### src/rtl/spi_bus_arbiter.sv
// Shares one SPI pin set between NumReq hosts, one transaction at a time, round-robin.
// Frames each ownership with CS setup/hold guard cycles and an idle gap; a watchdog reclaims hogs.
module spi_bus_arbiter #(
  parameter int NumReq        = 2,
  parameter int CsSetupCycles = 2,
  parameter int CsHoldCycles  = 2,
  parameter int GapCycles     = 1,
  parameter int TimeoutCycles = 0
) (
  input  logic                      clk_i,
  input  logic                      rst_i,
  input  logic [NumReq-1:0]         req_i,
  output logic [NumReq-1:0]         gnt_o,
  input  logic [NumReq-1:0]         sclk_i,
  input  logic [NumReq-1:0]         copi_i,
  output logic [NumReq-1:0]         cipo_o,
  output logic                      sclk_o,
  output logic                      copi_o,
  input  logic                      cipo_i,
  output logic                      cs_no,
  output logic                      timeout_o,
  output logic [$clog2(NumReq)-1:0] owner_o
);

  localparam int IdxW   = $clog2(NumReq);
  localparam int MaxSH  = (CsSetupCycles > CsHoldCycles) ? CsSetupCycles : CsHoldCycles;
  localparam int MaxGT  = (GapCycles > TimeoutCycles) ? GapCycles : TimeoutCycles;
  localparam int MaxCnt = (MaxSH > MaxGT) ? MaxSH : MaxGT;
  localparam int CntW   = $clog2(MaxCnt + 1);

  typedef enum logic [2:0] {IDLE, SETUP, OWN, HOLD, GAP} state_e;

  state_e            state_q, state_d;
  logic [CntW-1:0]   cnt_q, cnt_d;
  logic [IdxW-1:0]   owner_q, owner_d;
  logic [IdxW-1:0]   ptr_q, ptr_d;
  logic [IdxW-1:0]   winner, idx;
  logic [NumReq-1:0] blocked_q, blocked_set, eligible;
  logic              found;
  logic              timeout_q, timeout_d;
  logic              own;

  // A requester that was timed out stays ineligible until it lets go of req_i.
  assign eligible = req_i & ~blocked_q;

  // First eligible index at or after ptr, wrapping modulo NumReq.
  always_comb begin
    found  = 1'b0;
    winner = '0;
    idx    = '0;
    for (int i = 0; i < NumReq; i++) begin
      idx = IdxW'((int'(ptr_q) + i) % NumReq);
      if (!found && eligible[idx]) begin
        found  = 1'b1;
        winner = idx;
      end
    end
  end

  always_comb begin
    state_d     = state_q;
    cnt_d       = (cnt_q != '0) ? cnt_q - CntW'(1) : '0;
    owner_d     = owner_q;
    ptr_d       = ptr_q;
    timeout_d   = 1'b0;
    blocked_set = '0;
    case (state_q)
      IDLE: begin
        if (found) begin
          state_d = SETUP;
          owner_d = winner;
          ptr_d   = IdxW'((int'(winner) + 1) % NumReq);
          cnt_d   = CntW'(CsSetupCycles);
        end
      end
      SETUP: begin
        if (!req_i[owner_q]) begin
          state_d = GAP;
          cnt_d   = CntW'(GapCycles);
        end else if (cnt_q == CntW'(1)) begin
          state_d = OWN;
          cnt_d   = CntW'(TimeoutCycles);
        end
      end
      OWN: begin
        // A voluntary release in the same cycle as expiry is not a timeout.
        if (!req_i[owner_q]) begin
          state_d = HOLD;
          cnt_d   = CntW'(CsHoldCycles);
        end else if (TimeoutCycles != 0 && cnt_q == CntW'(1)) begin
          state_d              = HOLD;
          cnt_d                = CntW'(CsHoldCycles);
          timeout_d            = 1'b1;
          blocked_set[owner_q] = 1'b1;
        end
      end
      HOLD: begin
        if (cnt_q == CntW'(1)) begin
          state_d = GAP;
          cnt_d   = CntW'(GapCycles);
        end
      end
      GAP: begin
        if (cnt_q == CntW'(1)) state_d = IDLE;
      end
      default: state_d = IDLE;
    endcase
  end

  always_ff @(posedge clk_i) begin
    if (rst_i) begin
      state_q   <= IDLE;
      cnt_q     <= '0;
      owner_q   <= '0;
      ptr_q     <= '0;
      blocked_q <= '0;
      timeout_q <= 1'b0;
    end else begin
      state_q   <= state_d;
      cnt_q     <= cnt_d;
      owner_q   <= owner_d;
      ptr_q     <= ptr_d;
      blocked_q <= (blocked_q | blocked_set) & req_i;
      timeout_q <= timeout_d;
    end
  end

  assign own       = (state_q == OWN);
  assign gnt_o     = own ? (NumReq'(1) << owner_q) : '0;
  assign cs_no     = !(state_q == SETUP || state_q == OWN || state_q == HOLD);
  assign timeout_o = timeout_q;
  assign owner_o   = owner_q;

  // Pin paths stay combinational so the owner's SPI bit timing reaches the bus untouched.
  assign sclk_o = own & sclk_i[owner_q];
  assign copi_o = own & copi_i[owner_q];

  always_comb begin
    cipo_o = '0;
    if (own) cipo_o[owner_q] = cipo_i;
  end

endmodule

### config.mk
export PLATFORM = sky130hd
export DESIGN_NAME = spi_bus_arbiter
export DESIGN_NICKNAME = d
export VERILOG_FILES = /design/src/rtl/spi_bus_arbiter.sv
export SDC_FILE = /design/constraint.sdc
export NUM_CORES = 1
export LEC_CHECK = 0
export CELL_PAD_IN_SITES_DETAIL_PLACEMENT = 1
export CELL_PAD_IN_SITES_GLOBAL_PLACEMENT = 2
export CORE_UTILIZATION = 28
export DETAILED_ROUTE_END_ITERATION = 12
export GPL_TIMING_DRIVEN = 1
export PLACE_DENSITY = 0.79
export SLEW_MARGIN = 20
export SYNTH_ARGS = -nofsm -noshare
export SYNTH_HDL_FRONTEND = slang
export SYNTH_SLANG_ARGS = --single-unit
### constraint.sdc
create_clock -name clk_i -period 3.8 [get_ports clk_i]
set_input_delay 0.38 -clock clk_i [delete_from_list [all_inputs] [get_ports clk_i]]
set_output_delay 0.38 -clock clk_i [all_outputs]
set_load 0.02 [all_outputs]
==> qor.yml, run 1 <==
outcome:
  status: "finished, final reports clean"
clock_network:
  cts_resized: 0
  clk_latency_ns: 0.25
  hold_buffers: 0
  cts_tree: "yes"
  cts.clk_slew.worst_paths_ns: 0.07
  cts.sinks: 9
  postCtsSetupBuffers: 0
  htreeDepth: 1
  clock_path_buffers: 2
  cts_buffers: 3
  cts_root_buf: "clkbuf_4"
finish:
  fillCellCount: 248
  drive_gt1_share_pct: 11.4
  seqCellArea_um2: 180
  multi_input_area_um2: 390
  antennaDiodeCount: 0
  fin_util_pct: 39.7
  final_nets: 101
  area_growth_pct: 28.2
min_path:
  hold_path.class: "register to register"
yosys:
  netlist_area_um2: 626
  ys_seq_area_share_pct: 28.8
  yosys_warnings: 0
  yosysUniqueCellTypes: 33
  syn_nets: 86
  synth-seq-cells: 9
  syn_avg_cell_area_um2: 8.45
  syn_inst: 74
timing:
  slew_violations: 0
  tns_ns: 0
  setup_viol: 0
  fmax_mhz: 402
  fin_crit_ns: 2.49
  final.setup_skew_ns: 0.000383
  finalHoldViolCount: 0
  timing.final.crit_share_pct: 65.4
  rsz0062_at_grt: "no"
routing:
  drt_wl_total_um: 1450
  ant_nets: 0
  avgRoutedWirePerCell_um: 12.6
  via_count: 565
  vias_per_cell: 4.91
  firstDrtPassIters: 3
  drt-initial-drc-count: 7
  drc: 0
power:
  p_comb_share_pct: 26.5
  leakage_uw: 0.000286
  peakVddDrop_v: 0.000188
  powerDensity_nw_per_um2: 328
  p_clk_share_pct: 28.7
  swShare_pct: 31.2
  switching_power_uw: 82.0
  intPower_uw: 181
  p_seq_share_pct: 44.8
place:
  hpwl_um: 1120
  routabilityCongestion: 0.710
  portBuffers: 16
die:
  initial_utilization_pct: 30.9
  die_x_um: 49.3
  die-area_um2: 2430
  core-area_um2: 2020
  io_pins: 18
  rows: 16
  fp.dieH_um: 49.3
global_route:
  antenna_found_initial: 0
  grt_pass1_vias: 579
  grtUsageTotal_pct: 13.2
  grt_pass1_wl_um: 2590
  overflow: 0
  grt_max_degree: 14
worst_setup_path:
  path_cells: "nand2b_4 > or2_2 > nor2_1 > and2_1 > clkdlybuf4s50_1"
  slowest_stage: "dfxtp_1"
  crit_required_ns: 3.42
  worstPathArrival_ns: 2.11
  critPathMaxStageDelay_ns: 0.61
  cp-end-kind: "output pin"
  critPathBufInv: 1
  start_kind: "register"
  worst-setup-path-type: "register to output pin"
  critPathMaxFanout: 13
  crit_family: "simple AND/OR/NAND/NOR gates"
flow_run:
  drv_cap: 0
[cells in the mapped netlist (all sizes together)]
cell type	count	share of area, %
a2111oi	1	4.4
a211oi	1	1.2
a21oi	3	2.4
a221oi	1	1.4
a31oi	2	2.0
and2	3	3.2
and3	1	1.2
buf	5	6.4
clkbuf	1	0.60
conb	1	0.60
dfxtp	9	29
ha	3	6.0
inv	3	1.8
mux2i	4	8.4
nand2	6	3.6
nand2b	3	4.2
nand3	1	0.80
nor2	9	5.8
nor2b	3	3.0
nor3	4	3.2
nor3b	1	1.2
o21a	2	2.4
o21ai	3	2.4
o21bai	1	1.2
o22a	1	1.4
o41ai	1	1.4
or2	1	1.0
[sequential cells by signal, indices dropped and copies added (netlist names)]
name       cells
state_q        3
cnt_q          2
ptr_q          1
blocked_q      2
owner_o        1
[layer usage]
layer	track usage, %	share of wire (%)	up-vias
li1	-	-	281
met1	16.0	48	269
met2	22.8	45	13
met3	2.80	5.9	2
met4	4.41	0.69	0
met5	0	0	-
[cell usage in the layout, fill, tap and decap left out]
cell type | netlist | layout
nor2_2 | 1 | 1
o21ai_0 | 3 | 3
nand2b_1 | 2 | 2
clkbuf_4 | 0 | 3
and2_2 | 1 | 1
inv_1 | 3 | 3
nor2_1 | 8 | 8
and2_1 | 2 | 2
clkdlybuf4s50_1 | 0 | 16
nor2b_1 | 3 | 3
mux2i_1 | 3 | 3
nand2b_4 | 1 | 1
mux2i_4 | 1 | 1
a31oi_1 | 2 | 2
o21bai_1 | 1 | 1
nor3b_1 | 1 | 1
a221oi_1 | 1 | 1
o21a_1 | 2 | 2
o41ai_1 | 1 | 1
nand3_1 | 1 | 1
nand2_1 | 6 | 6
a211oi_1 | 1 | 1
a21oi_1 | 3 | 3
dfxtp_1 | 9 | 9
nor3_1 | 4 | 4
ha_1 | 3 | 3
o22a_1 | 1 | 1
and3_2 | 1 | 1
or2_2 | 1 | 1
clkbuf_1 | 1 | 1
a2111oi_4 | 1 | 1
conb_1 | 1 | 1
[power groups by stage]
stage | logic (uW) | registers (uW) | clock network [uW]
global placement | 69.1 | 120 | 0
CTS | 70.4 | 118 | 78.0
finish | 69.7 | 118 | 75.5
floorplan | 60.0 | 110 | 0
detailed placement | 69.8 | 120 | 0
global route | 77.3 | 120 | 82.8
[worst register-to-register path: stages, from the launching register on]
cell and delay (ns):
dfxtp_1 0.55, mux2i_4 0.39, nand2_1 0.12, o22a_1 0.21
a31oi_1 0.16
[cells by family (layout without fill, tap and decap cells)]
kind of cell               count (synthesis)  count (layout)  synth area share, %
other                                      1               1                0.599
and+or+nand+nor                           32              32                 27.2
adders and majority gates                  3               3                 6.00
muxes                                      4               4                 8.40
DFF                                        9               9                 28.8
AOI/OAI and AO/OA                         16              16                 20.2
buffers and inverters                      9              23                 8.80
[cell type report]
type,instances,area share (%)
multi-input combinational,56,48.7
sequential,9,22.5
timing repair buffer,16,20.0
tap,27,4.21
clock buffer,4,3.28
inverter,3,1.40
[metrics by stage]
step | instance area [um2] | total power, uW | hold WS (ns) | worst slack [ns] | cells
after CTS | 802 | 266 | 0.451 | 1.29 | 115
after floorplan | 626 | 170 | 0.411 | 1.96 | 74
after detailed placement | 776 | 190 | 0.438 | 1.58 | 111
final | 802 | 263 | 0.443 | 1.31 | 115
after global placement | 776 | 189 | 0.422 | 1.61 | 111
after global routing | 802 | 280 | 0.475 | 1.14 | 115
[path summary, 6_finish.rpt]
check                             startpoint            to  slack [ns]  cells after the start
worst max-delay path              state_q[1]     cipo_o[0]        1.31                      5
worst min-delay path            blocked_q[1]  blocked_q[1]        0.44                      2
worst max register to register       owner_o      cnt_q[0]        2.29                      4
worst min register to register  blocked_q[1]  blocked_q[1]        0.44                      2
No activity file was read; power rests on OpenSTA's default activity.
==> inputs of run 2 (changes only) <==
Settings changed: CORE_UTILIZATION 28 to 23, PLACE_DENSITY 0.79 to 0.7.
Clock period 3.8 ns to 2.25 ns, I/O delays scaled along.
==> qor.yml, run 2 (same netlist as run 1, synthesis figures left out) <==
outcome:
  status: "finished, final reports clean"
timing:
  setup_viol: 0  # unchanged
  timing.final.crit_share_pct: 93.2
  final.setup_skew_ns: 0.00194  # +0.00155 ns
  tns_ns: 0  # unchanged
  rsz0062_at_grt: "no"
  finalHoldViolCount: 0  # unchanged
  fin_crit_ns: 2.10
  slew_violations: 0  # unchanged
  fmax_mhz: 477
finish:
  final_cell_count_no_fill: 122  # +6.1%
  largest_reg_flops: 3  # unchanged
  antennaDiodeCount: 0  # unchanged
  top_register: "state_q"
  seqCellArea_um2: 180  # unchanged
  top_regs: "state_q x3, blocked_q x2, cnt_q x2"
  fillCellCount: 309  # +25%
  area_growth_pct: 33.6
  multi_input_area_um2: 390  # unchanged
  drive_gt1_share_pct: 15.2  # +3.9 points
  final_common_cell: "clkdlybuf4s50_1"
  final_nets: 105  # +4.0%
  mostFrequentLayoutCells: "16 x clkdlybuf4s50_1, 9 x dfxtp_1, 8 x nor2_1"
clock_network:
  cts_tree: "yes"
  cts_buffers: 3  # unchanged
  hold_buffers: 0  # unchanged
  htreeDepth: 1  # unchanged
  cts_root_buf: "clkbuf_4"
  postCtsSetupBuffers: 0  # unchanged
  cts_resized: 0  # unchanged
  cts.sinks: 9  # unchanged
  clk_latency_ns: 0.26  # about the same
  clock_path_buffers: 2  # unchanged
  cts.clk_slew.worst_paths_ns: 0.07  # about the same
global_route:
  grt_pass1_vias: 578  # -0.17%
  grtUsageTotal_pct: 11.8  # -1.5 points
  grt_pass1_wl_um: 2450  # -5.6%
  antenna_found_initial: 0  # unchanged
  overflow: 0  # unchanged
  grt_max_degree: 13  # -1
worst_setup_path:
  critPathBufInv: 1  # unchanged
  crit_family: "simple AND/OR/NAND/NOR gates"
  slowest_stage: "clkdlybuf4s50_1"
  critPathMaxStageDelay_ns: 0.59  # -0.02 ns
  critPathMaxFanout: 3  # -10
  crit_required_ns: 2.03  # -1.39 ns
  worstPathArrival_ns: 1.87  # -0.24 ns
  path_cells: "nand2b_4 > or2_2 > nor2_1 > and2_1 > clkdlybuf4s50_1"
  worst-setup-path-type: "register to output pin"
  start_kind: "register"
  cp-end-kind: "output pin"
routing:
  drt-initial-drc-count: 13  # +6
  vias_per_cell: 4.59  # -6.6%
  via_count: 560  # -0.88%
  drt_wl_total_um: 1470  # +1.2%
  ant_nets: 0  # unchanged
  avgRoutedWirePerCell_um: 12.0  # -4.6%
  firstDrtPassIters: 4  # +1
  drc: 0  # unchanged
die:
  fp.dieH_um: 54.2  # +9.9%
  io_pins: 18  # unchanged
  initial_utilization_pct: 24.8  # -6.1 points
  die-area_um2: 2930  # +21%
  die_x_um: 54.2  # +9.9%
  core-area_um2: 2520  # +25%
  rows: 18  # +2
flow_run:
  drv_cap: 0  # unchanged
power:
  powerDensity_nw_per_um2: 545  # +66%
  leakage_uw: 0.000307  # +7.2%
  peakVddDrop_v: 0.000207  # +9.9%
place:
  hpwl_um: 1140  # +1.7%
  routabilityCongestion: 0.692  # -2.5%
  dp.cells: 118  # +6.3%
  portBuffers: 16  # unchanged
min_path:
  hold_path.class: "register to register"
run 2: worst reg2reg max path, cell delays in order, from the launching register on:
cell and delay (ns):
dfxtp_1 0.55, mux2i_4 0.39, nor2_2 0.09, a2111oi_4 0.27, o21a_1 0.16
run 2: area by class of cell:
cell class	instances	share of cell area, %
Tap cell	30	4.49
Sequential cell	9	21.6
Multi-Input combinational cell	56	46.7
Clock buffer	4	3.14
Inverter	3	1.35
Timing Repair Buffer	20	22.8
run 2: worst paths after layout:
kind / start / to / slack, ns / cells past startpoint
worst max register to register: owner_o / state_q[0] / 0.73 / 4
worst min register to register: blocked_q[1] / blocked_q[1] / 0.44 / 2
worst max-delay path: state_q[1] / cipo_o[0] / 0.15 / 5
worst min-delay path: blocked_q[1] / blocked_q[1] / 0.44 / 2
run 2: metrics by stage:
step / hold slack, ns / worst slack, ns / power [uW] / util [%] / cell area (um2)
3_3_place_gp: 0.423 / 0.475 / 328 / 32.1 / 810
2_1_floorplan: 0.339 / 0.569 / 287 / - / 626
6_report: 0.440 / 0.153 / 455 / 33.1 / 836
4_1_cts: 0.445 / 0.118 / 460 / 33.1 / 836
3_5_place_dp: 0.434 / 0.407 / 329 / 32.1 / 810
5_1_grt: 0.472 / 0.0336 / 488 / 33.1 / 836
run 2: routing by layer:
metal / share of wire (%) / GRT usage [%]
met4: 0.48 / 5.13
met2: 46 / 19.1
met3: 6.5 / 2.54
met5: 0 / 0
met1: 46 / 14.7
run 2: where the power goes:
group	switching, uW	leakage, uW	internal [uW]	total, uW
combinational	66.0	0.000218	70.9	137
sequential	13.6	0.0000737	173	187
clock	63.4	0.0000150	68.4	132
total	143	0.000307	312	455
==> inputs of run 3 (changes only) <==
Settings changed: CORE_ASPECT_RATIO from default to 1.4.
==> qor.yml, run 3 (same netlist as run 1, synthesis figures left out) <==
outcome:
  status: "finished, final reports clean"
routing:
  firstDrtPassIters: 4  # unchanged
  drc: 0  # unchanged
  drt-initial-drc-count: 8  # -5
  drt_wl_total_um: 1580  # +7.6%
  via_count: 573  # +2.3%
  ant_nets: 0  # unchanged
  vias_per_cell: 4.48  # -2.5%
  avgRoutedWirePerCell_um: 12.3  # +2.6%
clock_network:
  postCtsSetupBuffers: 0  # unchanged
  cts_buffers: 3  # unchanged
  cts_tree: "yes"
  hold_buffers: 0  # unchanged
  cts.clk_slew.worst_paths_ns: 0.07  # about the same
  cts_root_buf: "clkbuf_4"
  htreeDepth: 1  # unchanged
  cts.sinks: 9  # unchanged
  cts_resized: 0  # unchanged
  clock_path_buffers: 2  # unchanged
  clk_latency_ns: 0.27  # about the same
place:
  portBuffers: 16  # unchanged
  hpwl_um: 1250  # +9.5%
  routabilityCongestion: 0.738  # +6.6%
power:
  peakVddDrop_v: 0.000182  # -12%
  leakage_uw: 0.000307  # unchanged
  powerDensity_nw_per_um2: 542  # -0.58%
global_route:
  grtUsageTotal_pct: 12.4  # +0.66 points
  grt_pass1_wl_um: 2650  # +8.2%
  overflow: 0  # unchanged
  grt_max_degree: 13  # unchanged
  grt_pass1_vias: 604  # +4.5%
  antenna_found_initial: 0  # unchanged
timing:
  final.setup_skew_ns: 0.00187  # -0.0000707 ns
  slew_violations: 0  # unchanged
  setup_viol: 0  # unchanged
  rsz0062_at_grt: "no"
  tns_ns: 0  # unchanged
  fin_crit_ns: 2.09  # -0.00566 ns
  finalHoldViolCount: 0  # unchanged
  timing.final.crit_share_pct: 93.0  # -0.25 points
  fin_hold_ws_ns: 0.453  # +0.0133 ns
  fmax_mhz: 478  # +0.27%
worst_setup_path:
  r2r_slack_ns: 0.73  # about the same
  worst-setup-path-type: "register to output pin"
  critPathMaxFanout: 3  # unchanged
  worstPathArrival_ns: 1.87  # about the same
  start_kind: "register"
  worstRegToRegCells: 4  # unchanged
  cp-startpoint: "state_q[0]"
  crit_end: "cipo_o[0]"
  r2r-start: "owner_o"
  crit_required_ns: 2.03  # about the same
  timing.rr.end: "cnt_q[0]"
  cp-end-kind: "output pin"
finish:
  drive_gt1_share_pct: 15.2  # unchanged
  final_nets: 105  # unchanged
  fillCellCount: 326  # +5.5%
  final_common_cell: "clkdlybuf4s50_1"
  antennaDiodeCount: 0  # unchanged
  mostFrequentLayoutCells: "16 x clkdlybuf4s50_1, 9 x dfxtp_1, 8 x nor2_1"
  largest_reg_flops: 3  # unchanged
  top_register: "state_q"
  area_growth_pct: 34.8
  top_regs: "state_q x3, blocked_q x2, cnt_q x2"
die:
  io_pins: 18  # unchanged
  die_x_um: 46.1  # -15%
  die-area_um2: 2940  # about the same
  fp.dieH_um: 63.7  # +18%
  core-area_um2: 2590  # +2.6%
  initial_utilization_pct: 24.2  # -0.62 points
  rows: 22  # +4
flow_run:
  drv_cap: 0  # unchanged
min_path:
  hold_path.class: "register to register"
run 3: cell counts in the layout (fill, tap and decap cells not counted):
Identical to the previous run, type by type.
run 3: per-stage QoR:
step / cell area, um2 / std cells / setup slack [ns] / total power, uW / utilization [%]
final: 843 / 128 / 0.158 / 457 / 32.6
after global routing: 843 / 128 / 0.0789 / 483 / 32.6
after global placement: 817 / 124 / 0.471 / 329 / 31.6
after detailed placement: 817 / 124 / 0.421 / 330 / 31.6
after CTS: 843 / 128 / 0.125 / 463 / 32.6
after floorplan: 626 / 74 / 0.569 / 287 / -
run 3: cell type report:
class	instances	area, um2	area share [%]
Clock buffer	4	26.3	3.12
Inverter	3	11.3	1.34
Multi-Input combinational cell	56	390	46.3
Sequential cell	9	180	21.4
Tap cell	36	45.0	5.34
Timing Repair Buffer	20	190	22.6
run 3: report_power, final:
group | internal, uW | switching [uW]
clock | 68.7 | 62.6
sequential | 173 | 14.2
combinational | 71.0 | 67.3
run 3: routing by layer:
| metal | part of all wire (%) | vias to the layer above | wire, um | global-route usage [%] |
|---|---|---|---|---|
| met5 | 0 | - | 0 | 0 |
| met4 | 2.9 | 0 | 46 | 7.72 |
| met3 | 3.7 | 4 | 58 | 1.15 |
| met2 | 54 | 17 | 853 | 21.5 |
| met1 | 39 | 263 | 621 | 13.5 |
| li1 | - | 289 | - | - |
run 3: how the worst min path moves through the flow:
stage	cells past startpoint	startpoint	end
3_3_place_gp	2	blocked_q[1]	blocked_q[1]
6_report	2	blocked_q[1]	blocked_q[1]
3_5_place_dp	2	blocked_q[1]	blocked_q[1]
2_1_floorplan	2	req_i[0]	blocked_q[0]
5_1_grt	2	blocked_q[1]	blocked_q[1]
4_1_cts	2	blocked_q[1]	blocked_q[1]
run 3: critical path, stage by stage, from the launching register on:
cell and delay, ns:
dfxtp_1 0.31, nand2b_4 0.15, or2_2 0.29, nor2_1 0.12
and2_1 0.13, clkdlybuf4s50_1 0.60
